## src/rtl/lram_burst_ctrl.sv

```systemverilog
// Burst controller for a single LRAM port in registered-output mode (2-cycle read latency).
// Accepts write/read burst commands and streams data through valid/ready ports.
module lram_burst_ctrl #(
  parameter int ADDR_WIDTH = 14,
  parameter int DATA_WIDTH = 32,
  parameter int LEN_WIDTH  = 14
) (
  input  logic                    clk_i,
  input  logic                    rst_i,
  input  logic                    cmd_valid_i,
  output logic                    cmd_ready_o,
  input  logic                    cmd_write_i,
  input  logic [ADDR_WIDTH-1:0]   cmd_addr_i,
  input  logic [LEN_WIDTH-1:0]    cmd_len_i,
  input  logic                    wr_valid_i,
  output logic                    wr_ready_o,
  input  logic [DATA_WIDTH-1:0]   wr_data_i,
  input  logic [DATA_WIDTH/8-1:0] wr_ben_i,
  output logic                    rd_valid_o,
  input  logic                    rd_ready_i,
  output logic [DATA_WIDTH-1:0]   rd_data_o,
  output logic                    lram_clk_en_o,
  output logic                    lram_rdout_clken_o,
  output logic                    lram_wr_en_o,
  output logic [ADDR_WIDTH-1:0]   lram_addr_o,
  output logic [DATA_WIDTH-1:0]   lram_wr_data_o,
  output logic [DATA_WIDTH/8-1:0] lram_ben_o,
  input  logic [DATA_WIDTH-1:0]   lram_rd_data_i,
  output logic                    busy_o,
  output logic                    done_o,
  output logic [1:0]              state_o
);
  // Handshakes: a transfer happens on a cycle where valid and ready are both 1
  // at the rising clock edge; valid must not depend on ready.

  typedef enum logic [1:0] {IDLE = 2'd0, WRITE = 2'd1, READ = 2'd2, DRAIN = 2'd3} state_t;

  state_t                  state, state_nxt;
  logic [ADDR_WIDTH-1:0]   addr_q, iss_addr;
  logic [LEN_WIDTH-1:0]    len_q, iss_len;
  logic [DATA_WIDTH-1:0]   fifo_mem [0:3];
  logic [1:0]              rd_ptr, wr_ptr, inflight;
  logic [2:0]              fifo_cnt, cnt_nxt;
  logic [2:0]              rd_pipe;
  logic [3:0]              occ;
  logic                    done_q, cmd_hs, wr_hs, wr_last, push, pop, room, issue, rd_last_pop;

  assign cmd_ready_o = (state == IDLE) && !rst_i;
  assign cmd_hs      = cmd_valid_i && cmd_ready_o;
  assign wr_ready_o  = (state == WRITE);
  assign wr_hs       = wr_valid_i && wr_ready_o;
  assign wr_last     = wr_hs && (len_q == LEN_WIDTH'(1));
  assign rd_valid_o  = (fifo_cnt != 3'd0);
  assign rd_data_o   = rd_valid_o ? fifo_mem[rd_ptr] : '0;
  assign pop         = rd_valid_o && rd_ready_i;
  // rd_pipe[2] marks the cycle in which issued read data sits on lram_rd_data_i.
  assign push        = rd_pipe[2];
  assign cnt_nxt     = fifo_cnt + 3'(push) - 3'(pop);
  assign occ         = {1'b0, fifo_cnt} + {2'b00, inflight};
  assign room        = (occ < 4'd4);
  assign rd_last_pop = (state == DRAIN) && (inflight == 2'd0) && (fifo_cnt == 3'd1) && pop;
  assign done_o      = done_q || rd_last_pop;
  assign busy_o      = (state != IDLE);
  assign state_o     = state;

  // The first read of a burst issues on the command handshake itself.
  always_comb begin
    state_nxt = state;
    issue     = 1'b0;
    iss_addr  = addr_q;
    iss_len   = len_q;
    case (state)
      IDLE: begin
        if (cmd_hs && (cmd_len_i != '0)) begin
          if (cmd_write_i) begin
            state_nxt = WRITE;
          end else begin
            issue     = 1'b1;
            iss_addr  = cmd_addr_i;
            iss_len   = cmd_len_i;
            state_nxt = (cmd_len_i == LEN_WIDTH'(1)) ? DRAIN : READ;
          end
        end
      end
      WRITE: if (wr_last) state_nxt = IDLE;
      READ: begin
        if (room) begin
          issue = 1'b1;
          if (len_q == LEN_WIDTH'(1)) state_nxt = DRAIN;
        end
      end
      DRAIN: if ((inflight == 2'd0) && (cnt_nxt == 3'd0)) state_nxt = IDLE;
      default: state_nxt = IDLE;
    endcase
  end

  always_ff @(posedge clk_i or posedge rst_i) begin
    if (rst_i) state <= IDLE;
    else       state <= state_nxt;
  end

  always_ff @(posedge clk_i or posedge rst_i) begin
    if (rst_i) begin
      lram_clk_en_o      <= 1'b0;
      lram_rdout_clken_o <= 1'b0;
      lram_wr_en_o       <= 1'b0;
      lram_addr_o        <= '0;
      lram_wr_data_o     <= '0;
      lram_ben_o         <= '0;
      addr_q             <= '0;
      len_q              <= '0;
      rd_ptr             <= '0;
      wr_ptr             <= '0;
      fifo_cnt           <= '0;
      inflight           <= '0;
      rd_pipe            <= '0;
      done_q             <= 1'b0;
    end else begin
      lram_clk_en_o      <= issue || wr_hs;
      lram_wr_en_o       <= wr_hs;
      lram_rdout_clken_o <= (state_nxt != IDLE);
      if (wr_hs) begin
        lram_addr_o    <= addr_q;
        lram_wr_data_o <= wr_data_i;
        lram_ben_o     <= wr_ben_i;
      end else if (issue) begin
        lram_addr_o <= iss_addr;
      end
      if (issue || wr_hs) begin
        addr_q <= iss_addr + ADDR_WIDTH'(1);
        len_q  <= iss_len - LEN_WIDTH'(1);
      end else if (cmd_hs) begin
        addr_q <= cmd_addr_i;
        len_q  <= cmd_len_i;
      end
      rd_pipe  <= {rd_pipe[1:0], issue};
      inflight <= inflight + 2'(issue) - 2'(push);
      fifo_cnt <= cnt_nxt;
      rd_ptr   <= rd_ptr + 2'(pop);
      wr_ptr   <= wr_ptr + 2'(push);
      done_q   <= (cmd_hs && (cmd_len_i == '0)) || wr_last;
    end
  end

  // Storage needs no reset: entries are only visible through fifo_cnt.
  always_ff @(posedge clk_i) begin
    if (push) fifo_mem[wr_ptr] <= lram_rd_data_i;
  end

endmodule

```

## config.mk

```make
export PLATFORM = sky130hd
export DESIGN_NAME = lram_burst_ctrl
export DESIGN_NICKNAME = d
export VERILOG_FILES = /design/src/rtl/lram_burst_ctrl.sv
export SDC_FILE = /design/constraint.sdc
export NUM_CORES = 1
export LEC_CHECK = 0
export BUFFER_PORTS_ARGS = -buffer_cell sky130_fd_sc_hd__buf_2
export CORE_MARGIN = 2
export CORE_UTILIZATION = 60
export DETAILED_ROUTE_END_ITERATION = 10
export PLACE_DENSITY_LB_ADDON = 0.15
export SETUP_SLACK_MARGIN = 0.3
export SYNTH_ARGS = -nofsm -noshare
export SYNTH_HDL_FRONTEND = slang
export SYNTH_SLANG_ARGS = --single-unit
```

## constraint.sdc

```tcl
create_clock -name clk_i -period 8 [get_ports clk_i]
set_clock_uncertainty 0.15 [all_clocks]
set_input_delay 0.8 -clock clk_i [delete_from_list [all_inputs] [get_ports clk_i]]
set_output_delay 0.8 -clock clk_i [all_outputs]
set_load 0.02 [all_outputs]
```

==> results of run 1 <==
==> state kept, by name, summed over array words and instances (netlist names) <==
signal,count
lram_addr_o,14
wr_ptr,2
lram_ben_o,4
inflight,2
len_q,14
lram_rdout_clken_o,1
fifo_cnt,3
lram_wr_en_o,1
rd_pipe,3
lram_clk_en_o,1
lram_wr_data_o,32
addr_q,14
rd_ptr,2
state_o,2
fifo_mem,128
done_q,1
==> worst max-delay path, stage by stage <==
cell and delay, ns:
buf_2 0.13, or4_4 0.56, or2_0 0.36, o21ai_4 0.57, mux2i_1 0.29, ha_1 0.43
nor3b_1 0.45, and2_1 0.27, o2111ai_1 0.17, o21ai_1 0.13, mux2_2 0.34, a211oi_1 0.18
==> cell families (layout without fill, tap and decap cells) <==
logic type | Yosys count | after routing | share of synthesized area, %
AOI/OAI and AO/OA | 121 | 121 | 8.59
and+or+nand+nor | 368 | 368 | 17.1
adders and majority gates | 8 | 8 | 1.06
DFF | 224 | 224 | 61.3
muxes | 43 | 43 | 8.28
xor gates and xnor gates | 11 | 11 | 0.946
other | 0 | 1 | 0
buffers and inverters | 61 | 265 | 2.71
==> where the power goes <==
group | switching (mW) | internal [mW] | leakage, nW
Combinational | 1.05 | 0.688 | 2.29
Sequential | 0.218 | 1.49 | 2.29
Clock | 0.435 | 0.709 | 0.408
Total | 1.70 | 2.89 | 5.00
==> placed cells by master, fill, tap and decap left out, types with 6 or more instances in the layout <==
cell and instances:
clkbuf_16 25, buf_4 15, nand4_1 9, nand3_1 14, mux4_2 32, inv_1 11, edfxtp_1 128, nand2_1 175
buf_2 193, o21ai_0 14, nor2_1 65, o21a_1 6, o22ai_1 6, dfrtp_1 95, and3_1 12, a22oi_1 6
a31oi_1 20, xnor2_1 8, nor3_1 15, ha_1 7, a21oi_1 14, and2_1 36, a211oi_1 13, mux2_2 6
==> final timing paths <==
| path | startpoint | to | cells after the start |
|---|---|---|---|
| worst max-delay path | cmd_len_i[9] | len_q[12]$_DFFE_PP0P_ | 12 |
| worst min-delay path | rst_i | len_q[7]$_DFFE_PP0P_ | 2 |
| worst max register to register | state_o[1]$_DFF_PP0_ | len_q[12]$_DFFE_PP0P_ | 12 |
| worst min register to register | rd_pipe[1]$_DFF_PP0_ | rd_pipe[2]$_DFF_PP0_ | 0 |
| max in group asynchronous | rst_i | rd_ptr[0]$_DFF_PP0_ | 3 |
| min in group clk_i | rd_pipe[1]$_DFF_PP0_ | rd_pipe[2]$_DFF_PP0_ | 0 |
==> metal layers <==
layer  vias up  part of all wire, %  global-route usage [%]
li1       3452                    -                       -
met1      3601                   40                    36.1
met2       337                   50                    45.5
met3        32                  7.8                    5.18
met4         0                  1.5                    5.96
met5         -                    0                       0
==> layout make-up <==
class / instances / area share, %
clock inverters: 15 / 1.51
diodes: 1 / 0.0206
clock buffers: 29 / 5.35
flip-flops and latches: 224 / 51.4
inverters: 13 / 0.422
well taps: 220 / 2.26
multi-input cells: 551 / 30.2
repair buffers: 208 / 8.87
==> through the flow <==
stage,cell area [µm²],utilization [%],hold slack [ns]
6_report,12200,73.4,0.205
2_1_floorplan,10200,-,0.181
5_1_grt,12200,73.4,0.208
3_5_place_dp,11300,68.3,0.185
3_3_place_gp,11300,68.3,0.182
4_1_cts,12200,73.3,0.202
==> synthesized netlist by cell type (all sizes together) (6+ instances only) <==
cell type	n
a211oi	13
a21oi	15
a22oi	6
a31oi	20
and2	36
and3	12
buf	21
clkbuf	27
dfrtp	96
edfxtp	128
ha	7
inv	13
mux2	7
mux4	32
nand2	175
nand3	14
nand4	9
nor2	67
nor3	16
o21a	6
o21ai	17
o22ai	6
xnor2	8
==> summary.md, run 1 <==
| Metric | Value |
|---|---|
| Status | `complete, no violations` |
| CP required | `8.26 ns` |
| Max-cap violations | `0` |
| Starting Density | `61.4%` |
| Crit Path Class | `input pin to flip-flop` |
| Iter 0 DRT Violations | `450` |
| Placer Congestion | `0.887` |
| Final setup margin | `3.58 ns` |
| Final-layout fill cell count | `1155` |
| Yosys warning total | `0` |
| Clk_lat worst skew | `0.50 ns` |
| Unrepaired setup endpoints after global routing | `false` |
| Inst Count DP | `1216` |
| Yosys reg bits | `224` |
| CP Max Fanout | `23` |
| FF-to-FF setup slack | `3.82 ns` |
| Port Buffers | `193` |
| Core ar. | `16600 µm²` |
| I/O pin total | `194` |
| # hold bufs at CTS | `0` |
| Vias per cell | `5.89` |
| Rows | `47` |
| Post-synthesis cell type count | `75` |
| CTS tree | `yes` |
| F_max | `0.226 GHz` |
| Share of cells above drive strength 1 | `29.0%` |
| Vias in the first global route | `7325` |
| Clock-pin slew on the worst setup and hold paths | `0.06 ns` |
| Power density cells | `378 nW/µm²` |
| Period utilization | `55.3%` |
| Final total power | `4.59 mW` |
| Post-Syn Nets | `946` |
| Post-CTS Repair Setup Buffers | `0` |
| Full die area | `18000 µm²` |
| Largest net degree at the start of global routing | `61` |
| Slew @ Worst Pin | `0.745 ns` |
| DP Wirelength | `15700 µm` |
| DRT antenna net count | `0` |
| Grt total ovfl | `0` |
| H-tree Lvls | `1` |
| Setup crit end kind | `flip-flop` |
| Sequential area share after synthesis | `61.3%` |
| Startpoint class of the critical path | `input pin` |
| CTS Sinks | `224` |
| CTS resizes | `0` |
| Dpl ws | `3.15 ns` |
| Mapped Area | `10200 µm²` |
| Die height | `134 µm` |
| Crit path DAT | `4.68 ns` |
| Final net count | `1132` |
| GRT Util Overall | `26.7%` |
| Synthesis-to-finish area growth | `19.4%` |
| Total number of vias | `7422` |
| Syn avg cell area | `12.2 µm²` |
| Area of the multi-input gates | `3680 µm²` |
| Most used flip-flop cell after synthesis | `edfxtp_1` |
| Routed WL | `23700 µm` |
| CTS Buf Count | `24` |
| Root buffer cell | `clkbuf_16` |
| Hold Path Class | `input pin to async pin` |
| Residual DRC | `0` |
| Post-synth ARST share | `42.9%` |
| DRT Pass-1 Iters | `5` |
| Area taken by flip-flops and latches | `6250 µm²` |
| Initial antenna violation count | `1` |
| Synth area leader | `edfxtp_1` |
| Mapped Cells | `836` |
| Maximum VDD drop | `0.000217 V` |
| Post-DR wirelength/cell | `18.8 µm` |
| Final hold violation count | `0` |
| Max_slew headroom | `50.3%` |
| Final setup viols | `0` |
| First-pass GRT wire length | `38100 µm` |
| Final min period | `4.42 ns` |
| Die Wd | `134 µm` |
| Leak | `5.00 nW` |
| Number of flops mapped to enable cells by yosys | `128` |
| Non-Filler Instances | `1261` |
| Synth top area share | `37.7%` |
| Deepest clock path buffer count | `3` |
| Setup TNS | `0 ns` |
| Max-slew violation count | `0` |
| Top cells by area, synth | `edfxtp_1, dfrtp_1, mux4_2, nand2_1, nor2_1` |
(Power assumes the default switching activity.)
==> inputs of run 2 (changes only) <==
--- a/config.mk
+++ b/config.mk
@@ -7,7 +7,7 @@
 export LEC_CHECK = 0
 export BUFFER_PORTS_ARGS = -buffer_cell sky130_fd_sc_hd__buf_2
 export CORE_MARGIN = 2
-export CORE_UTILIZATION = 60
+export CORE_UTILIZATION = 50
 export DETAILED_ROUTE_END_ITERATION = 10
 export PLACE_DENSITY_LB_ADDON = 0.15
 export SETUP_SLACK_MARGIN = 0.3
==> constraint.sdc (replaced) <==
create_clock -name clk_i -period 3.7 [get_ports clk_i]
set_clock_uncertainty 0.15 [all_clocks]
set_input_delay 0.37 -clock clk_i [delete_from_list [all_inputs] [get_ports clk_i]]
set_output_delay 0.37 -clock clk_i [all_outputs]
set_load 0.02 [all_outputs]
==> summary.md, run 2 (same netlist as run 1, synthesis figures left out) <==
| Metric | Value |
|---|---|
| Hold Path Class | `input pin to flip-flop` |
| Dpl ws | `0.215 ns (-2.94 ns)` |
| DRT Pass-1 Iters | `5 (unchanged)` |
| Leak | `5.36 nW (+7.3%)` |
| Vias in the first global route | `7695 (+5.1%)` |
| Final min period | `3.15 ns` |
| Die height | `147 µm (+9.3%)` |
| I/O pin total | `194 (unchanged)` |
| Final setup margin | `0.549 ns (-3.03 ns)` |
| Setup TNS | `0 ns (unchanged)` |
| CTS Buf Count | `24 (unchanged)` |
| Setup crit end kind | `flip-flop` |
| CTS tree | `yes` |
| Core ar. | `20100 µm² (+21%)` |
| Clock-pin slew on the worst setup and hold paths | `0.07 ns (about the same)` |
| Final-layout fill cell count | `1536 (+33%)` |
| Area taken by flip-flops and latches | `6250 µm² (about the same)` |
| Inst Count DP | `1280 (+5.3%)` |
| GRT Util Overall | `22.7% (-4.0 points)` |
| Startpoint class of the critical path | `flip-flop` |
| Post-DR wirelength/cell | `17.3 µm (-7.8%)` |
| Slew @ Worst Pin | `1.02 ns (+0.274 ns)` |
| Iter 0 DRT Violations | `546 (+21%)` |
| Placer Congestion | `0.856 (-3.4%)` |
| DP Wirelength | `15000 µm (-4.2%)` |
| Port Buffers | `193 (unchanged)` |
| Residual DRC | `0 (unchanged)` |
| H-tree Lvls | `1 (unchanged)` |
| Unrepaired setup endpoints after global routing | `false` |
| Grt met2 use | `37.4% (-8.1 points)` |
| Final core occ | `65.3% (-8.1 points)` |
| Maximum VDD drop | `0.000530 V (+140%)` |
| Root buffer cell | `clkbuf_16` |
| Status | `complete, no violations` |
| Most frequent cells in the layout | `buf_2, nand2_1, edfxtp_1` |
| Max-cap violations | `0 (unchanged)` |
| Clk_lat worst skew | `0.51 ns (about the same)` |
| CTS Sinks | `224 (unchanged)` |
| Non-Filler Instances | `1402 (+11%)` |
| Crit path DAT | `3.43 ns (-1.25 ns)` |
| Deepest clock path buffer count | `3 (unchanged)` |
| Max reg flops | `128 (unchanged)` |
| Synthesis-to-finish area growth | `28.8%` |
| Initial antenna violation count | `1 (unchanged)` |
| Power density cells | `759 nW/µm² (+100%)` |
| Placement-stage cell area | `11500 µm² (+1.9%)` |
| Final net count | `1223 (+8.0%)` |
| First-pass GRT wire length | `39700 µm (+4.2%)` |
| Area of the multi-input gates | `3730 µm² (+1.5%)` |
| Rows | `52 (+11%)` |
| Design area | `13100 µm² (+7.9%)` |
| Full die area | `21500 µm² (+19%)` |
| Routed WL | `24300 µm (+2.5%)` |
| Max-slew violation count | `0 (unchanged)` |
| Crit Path Class | `flip-flop to flip-flop` |
| Share of cells above drive strength 1 | `29.0% (-0.038 points)` |
| Starting Density | `50.7% (-11 points)` |
| Final total power | `9.97 mW (+120%)` |
| DRT antenna net count | `0 (unchanged)` |
| Biggest regs | `fifo_mem (128), lram_wr_data_o (32)` |
| GRT Max-Usage Layer | `met2` |
| Final setup viols | `0 (unchanged)` |
| Vias per cell | `5.47 (-7.1%)` |
| Met1 Resource Use GR | `32.1% (-4.0 points)` |
| CP Max Fanout | `9 (-61%)` |
| CP required | `3.98 ns (-4.28 ns)` |
| Grt total ovfl | `0 (unchanged)` |
| Largest net degree at the start of global routing | `80 (+31%)` |
| Period utilization | `85.2%` |
| Leading cell type in the layout, fill and taps excluded | `buf_2` |
| Max_slew headroom | `32.1% (-18 points)` |
| Die Wd | `147 µm (+9.3%)` |
| Hold_ws | `0.0218 ns (-0.184 ns)` |
| Final hold violation count | `0 (unchanged)` |
| Biggest register | `fifo_mem` |
| Met3 global-route usage | `3.23% (-1.9 points)` |
| F_max | `0.317 GHz` |
| Post-CTS Repair Setup Buffers | `0 (unchanged)` |
| Total number of vias | `7668 (+3.3%)` |
run 2: metal layers:
| layer | wire (µm) | vias to the layer above | part of all wire (%) |
|---|---|---|---|
| li1 | - | 3642 | - |
| met1 | 10500 | 3690 | 43 |
| met2 | 11700 | 303 | 48 |
| met3 | 1560 | 33 | 6.4 |
| met4 | 467 | 0 | 1.9 |
| met5 | 0 | - | 0 |
run 2: layout make-up:
type / count / area share [%]
timing repair buffer: 299 / 14.9
sequential: 224 / 47.6
tap: 270 / 2.57
multi-input combinational: 551 / 28.4
clock buffer: 29 / 4.88
clock inverter: 15 / 1.21
antenna: 1 / 0.0191
inverter: 13 / 0.391
run 2: where the power goes:
group          internal [mW]  switching [mW]  total [mW]
Combinational           1.59            2.31        3.90
Clock                   1.39           0.997        2.39
Sequential              3.23           0.451        3.68
run 2: critical path, cell delays in order, from the launching register on:
cell and delay [ns]:
dfrtp_2 0.40, or4b_1 0.59, nor2_4 0.24, o21ai_4 0.13, mux2i_1 0.18, ha_2 0.20
nor3b_4 0.25, and2_4 0.21, o2111ai_2 0.12, o21ai_1 0.15, mux2_4 0.32, a211oi_2 0.13
run 2: path summary, 6_finish.rpt:
path	cells after the start	end	slack [ns]	from
max in group asynchronous	3	lram_ben_o[3]$_DFFE_PP0P_	2.53	rst_i
worst min register to register	0	rd_pipe[2]$_DFF_PP0_	0.20	rd_pipe[1]$_DFF_PP0_
worst max register to register	11	len_q[12]$_DFFE_PP0P_	0.55	state_o[0]$_DFF_PP0_
worst max-delay path	11	len_q[12]$_DFFE_PP0P_	0.55	state_o[0]$_DFF_PP0_
min in group asynchronous	2	lram_clk_en_o$_DFF_PP0_	0.03	rst_i
worst min-delay path	3	rd_ptr[1]$_DFF_PP0_	0.02	rd_ready_i
run 2: repair_timing:
item,in CTS,in global routing
setup endpoints to repair,0,2
resized for setup,0,2
endpoints found under the hold margin,173,0
hold buffers,77,0
==> inputs of run 3 (changes only) <==
--- a/config.mk
+++ b/config.mk
@@ -9,6 +9,7 @@
 export CORE_MARGIN = 2
 export CORE_UTILIZATION = 50
 export DETAILED_ROUTE_END_ITERATION = 10
+export MAX_ROUTING_LAYER = met4
 export PLACE_DENSITY_LB_ADDON = 0.15
 export SETUP_SLACK_MARGIN = 0.3
 export SYNTH_ARGS = -nofsm -noshare
==> summary.md, run 3 (same netlist as run 1, synthesis figures left out) <==
| Metric | Value |
|---|---|
| Max reg flops | `128 (unchanged)` |
| Leading cell type in the layout, fill and taps excluded | `buf_2` |
| Synthesis-to-finish area growth | `28.8% (unchanged)` |
| Worst Setup EP | `len_q[12]$_DFFE_PP0P_` |
| Final setup viols | `0 (unchanged)` |
| Unrepaired setup endpoints after global routing | `false` |
| Maximum VDD drop | `0.000529 V (-0.16%)` |
| Full die area | `21500 µm² (unchanged)` |
| Startpoint class of the critical path | `flip-flop` |
| DP Wirelength | `15000 µm (unchanged)` |
| Reg2reg end | `len_q[12]$_DFFE_PP0P_` |
| Final-layout fill cell count | `1536 (unchanged)` |
| GRT Util Overall | `23.3% (+0.68 points)` |
| Grt met2 use | `37.4% (unchanged)` |
| Placement-stage cell area | `11500 µm² (unchanged)` |
| H-tree Lvls | `1 (unchanged)` |
| Max_slew headroom | `32.7% (+0.62 points)` |
| Slew @ Worst Pin | `1.01 ns (-0.00935 ns)` |
| Area of the multi-input gates | `3730 µm² (unchanged)` |
| Final min period | `3.16 ns (+0.00507 ns)` |
| Met1 Resource Use GR | `32.2% (+0.13 points)` |
| Biggest regs | `fifo_mem (128), lram_wr_data_o (32)` |
| Clock-pin slew on the worst setup and hold paths | `0.07 ns (about the same)` |
| Leak | `5.36 nW (unchanged)` |
| Crit path launch | `state_o[0]$_DFF_PP0_` |
| Power density cells | `760 nW/µm² (about the same)` |
| Setup crit end kind | `flip-flop` |
| Clk_lat worst skew | `0.51 ns (about the same)` |
| Core ar. | `20100 µm² (unchanged)` |
| Placer Congestion | `0.870 (+1.6%)` |
| Iter 0 DRT Violations | `482 (-12%)` |
| I/O pin total | `194 (unchanged)` |
| CTS Sinks | `224 (unchanged)` |
| Post-DR wirelength/cell | `17.3 µm (about the same)` |
| Final total power | `9.97 mW (about the same)` |
| DRT Pass-1 Iters | `5 (unchanged)` |
| Initial antenna violation count | `1 (unchanged)` |
| Crit Path Class | `flip-flop to flip-flop` |
| Largest net degree at the start of global routing | `80 (unchanged)` |
| R2R cell count | `11 (unchanged)` |
| GRT Max-Usage Layer | `met2` |
| Residual DRC | `0 (unchanged)` |
| Inst Count DP | `1280 (unchanged)` |
| Met3 global-route usage | `2.95% (-0.28 points)` |
| Final net count | `1223 (unchanged)` |
| Status | `complete, no violations` |
| Biggest register | `fifo_mem` |
| CP Max Fanout | `9 (unchanged)` |
| Design area | `13100 µm² (unchanged)` |
| Routed WL | `24300 µm (about the same)` |
| Non-Filler Instances | `1402 (unchanged)` |
| Rows | `52 (unchanged)` |
| Starting Density | `50.7% (unchanged)` |
| Die height | `147 µm (unchanged)` |
| Die Wd | `147 µm (unchanged)` |
| Hold Path Class | `input pin to flip-flop` |
| Total number of vias | `7667 (-0.013%)` |
| Setup TNS | `0 ns (unchanged)` |
| Deepest clock path buffer count | `3 (unchanged)` |
| CP required | `3.98 ns (about the same)` |
| First-pass GRT wire length | `39600 µm (-0.16%)` |
| Area taken by flip-flops and latches | `6250 µm² (unchanged)` |
| CTS Buf Count | `24 (unchanged)` |
| CTS tree | `yes` |
| Share of cells above drive strength 1 | `29.0% (unchanged)` |
| FF-to-FF setup slack | `0.54 ns (about the same)` |
| Final hold violation count | `0 (unchanged)` |
| Root buffer cell | `clkbuf_16` |
| Port Buffers | `193 (unchanged)` |
| Vias in the first global route | `7710 (+0.19%)` |
| Most frequent cells in the layout | `buf_2, nand2_1, edfxtp_1` |
| Crit path DAT | `3.44 ns (about the same)` |
| DRT antenna net count | `0 (unchanged)` |
| Max-slew violation count | `0 (unchanged)` |
| Vias per cell | `5.47 (about the same)` |
| Grt total ovfl | `0 (unchanged)` |
| F_max | `0.317 GHz (-0.16%)` |
| Max-cap violations | `0 (unchanged)` |
| Period utilization | `85.3% (+0.14 points)` |
| RR Startpoint | `state_o[0]$_DFF_PP0_` |
[run 3: cell counts in the layout (fill, tap and decap cells not counted)]
No cell type changed its count.
[run 3: where the power goes]
part	leakage [nW]	switching [mW]	internal [mW]
combinational	2.69	2.31	1.59
clock	0.375	0.999	1.39
sequential	2.29	0.449	3.23
total	5.36	3.76	6.21
[run 3: final cells by class]
class	instances	area share [%]
antenna	1	0.0191
clock buffer	29	4.88
clock inverter	15	1.21
inverter	13	0.391
multi-input combinational	551	28.4
sequential	224	47.6
tap	270	2.57
timing repair buffer	299	14.9
[run 3: critical path: stages, from the launching register on]
cell	delay, ns
dfrtp_2	0.40
or4b_1	0.60
nor2_4	0.24
o21ai_4	0.13
mux2i_1	0.18
ha_2	0.20
nor3b_4	0.25
and2_4	0.21
o2111ai_2	0.12
o21ai_1	0.15
mux2_4	0.32
a211oi_2	0.13
[run 3: what timing repair did]
action / 4_1_cts / 5_1_grt
endpoints found under the setup margin: 0 / 2
resized for setup: 0 / 2
buffers inserted: 0 / 0
hold buffers: 77 / 0
hold endpoints to repair: 173 / 0
[run 3: how the worst min path moves through the flow]
stage	depth (start not counted)	to	slack [ns]	start
after floorplan	0	rd_pipe[1]$_DFF_PP0_	0.18	rd_pipe[0]$_DFF_PP0_
after global placement	0	rd_pipe[1]$_DFF_PP0_	0.18	rd_pipe[0]$_DFF_PP0_
after detailed placement	0	rd_pipe[1]$_DFF_PP0_	0.18	rd_pipe[0]$_DFF_PP0_
after CTS	3	rd_ptr[1]$_DFF_PP0_	0.003	rd_ready_i
after global routing	3	len_q[10]$_DFFE_PP0P_	0.02	cmd_len_i[10]
final	3	rd_ptr[1]$_DFF_PP0_	0.02	rd_ready_i
[run 3: per-stage QoR]
stage | hold WS, ns | utilization (%) | worst slack [ns]
3_3_place_gp | 0.184 | 57.4 | 0.244
4_1_cts | 0.00342 | 65.2 | 0.465
5_1_grt | 0.0217 | 65.3 | 0.378
3_5_place_dp | 0.185 | 57.4 | 0.215
6_report | 0.0228 | 65.3 | 0.544
2_1_floorplan | 0.181 | - | 0.204
[run 3: layer usage]
layer,wire length (µm),vias up,part of all wire [%]
met2,11700,297,48
met3,1490,33,6.1
li1,-,3628,-
met5,0,-,0
met1,10700,3709,44
met4,465,0,1.9
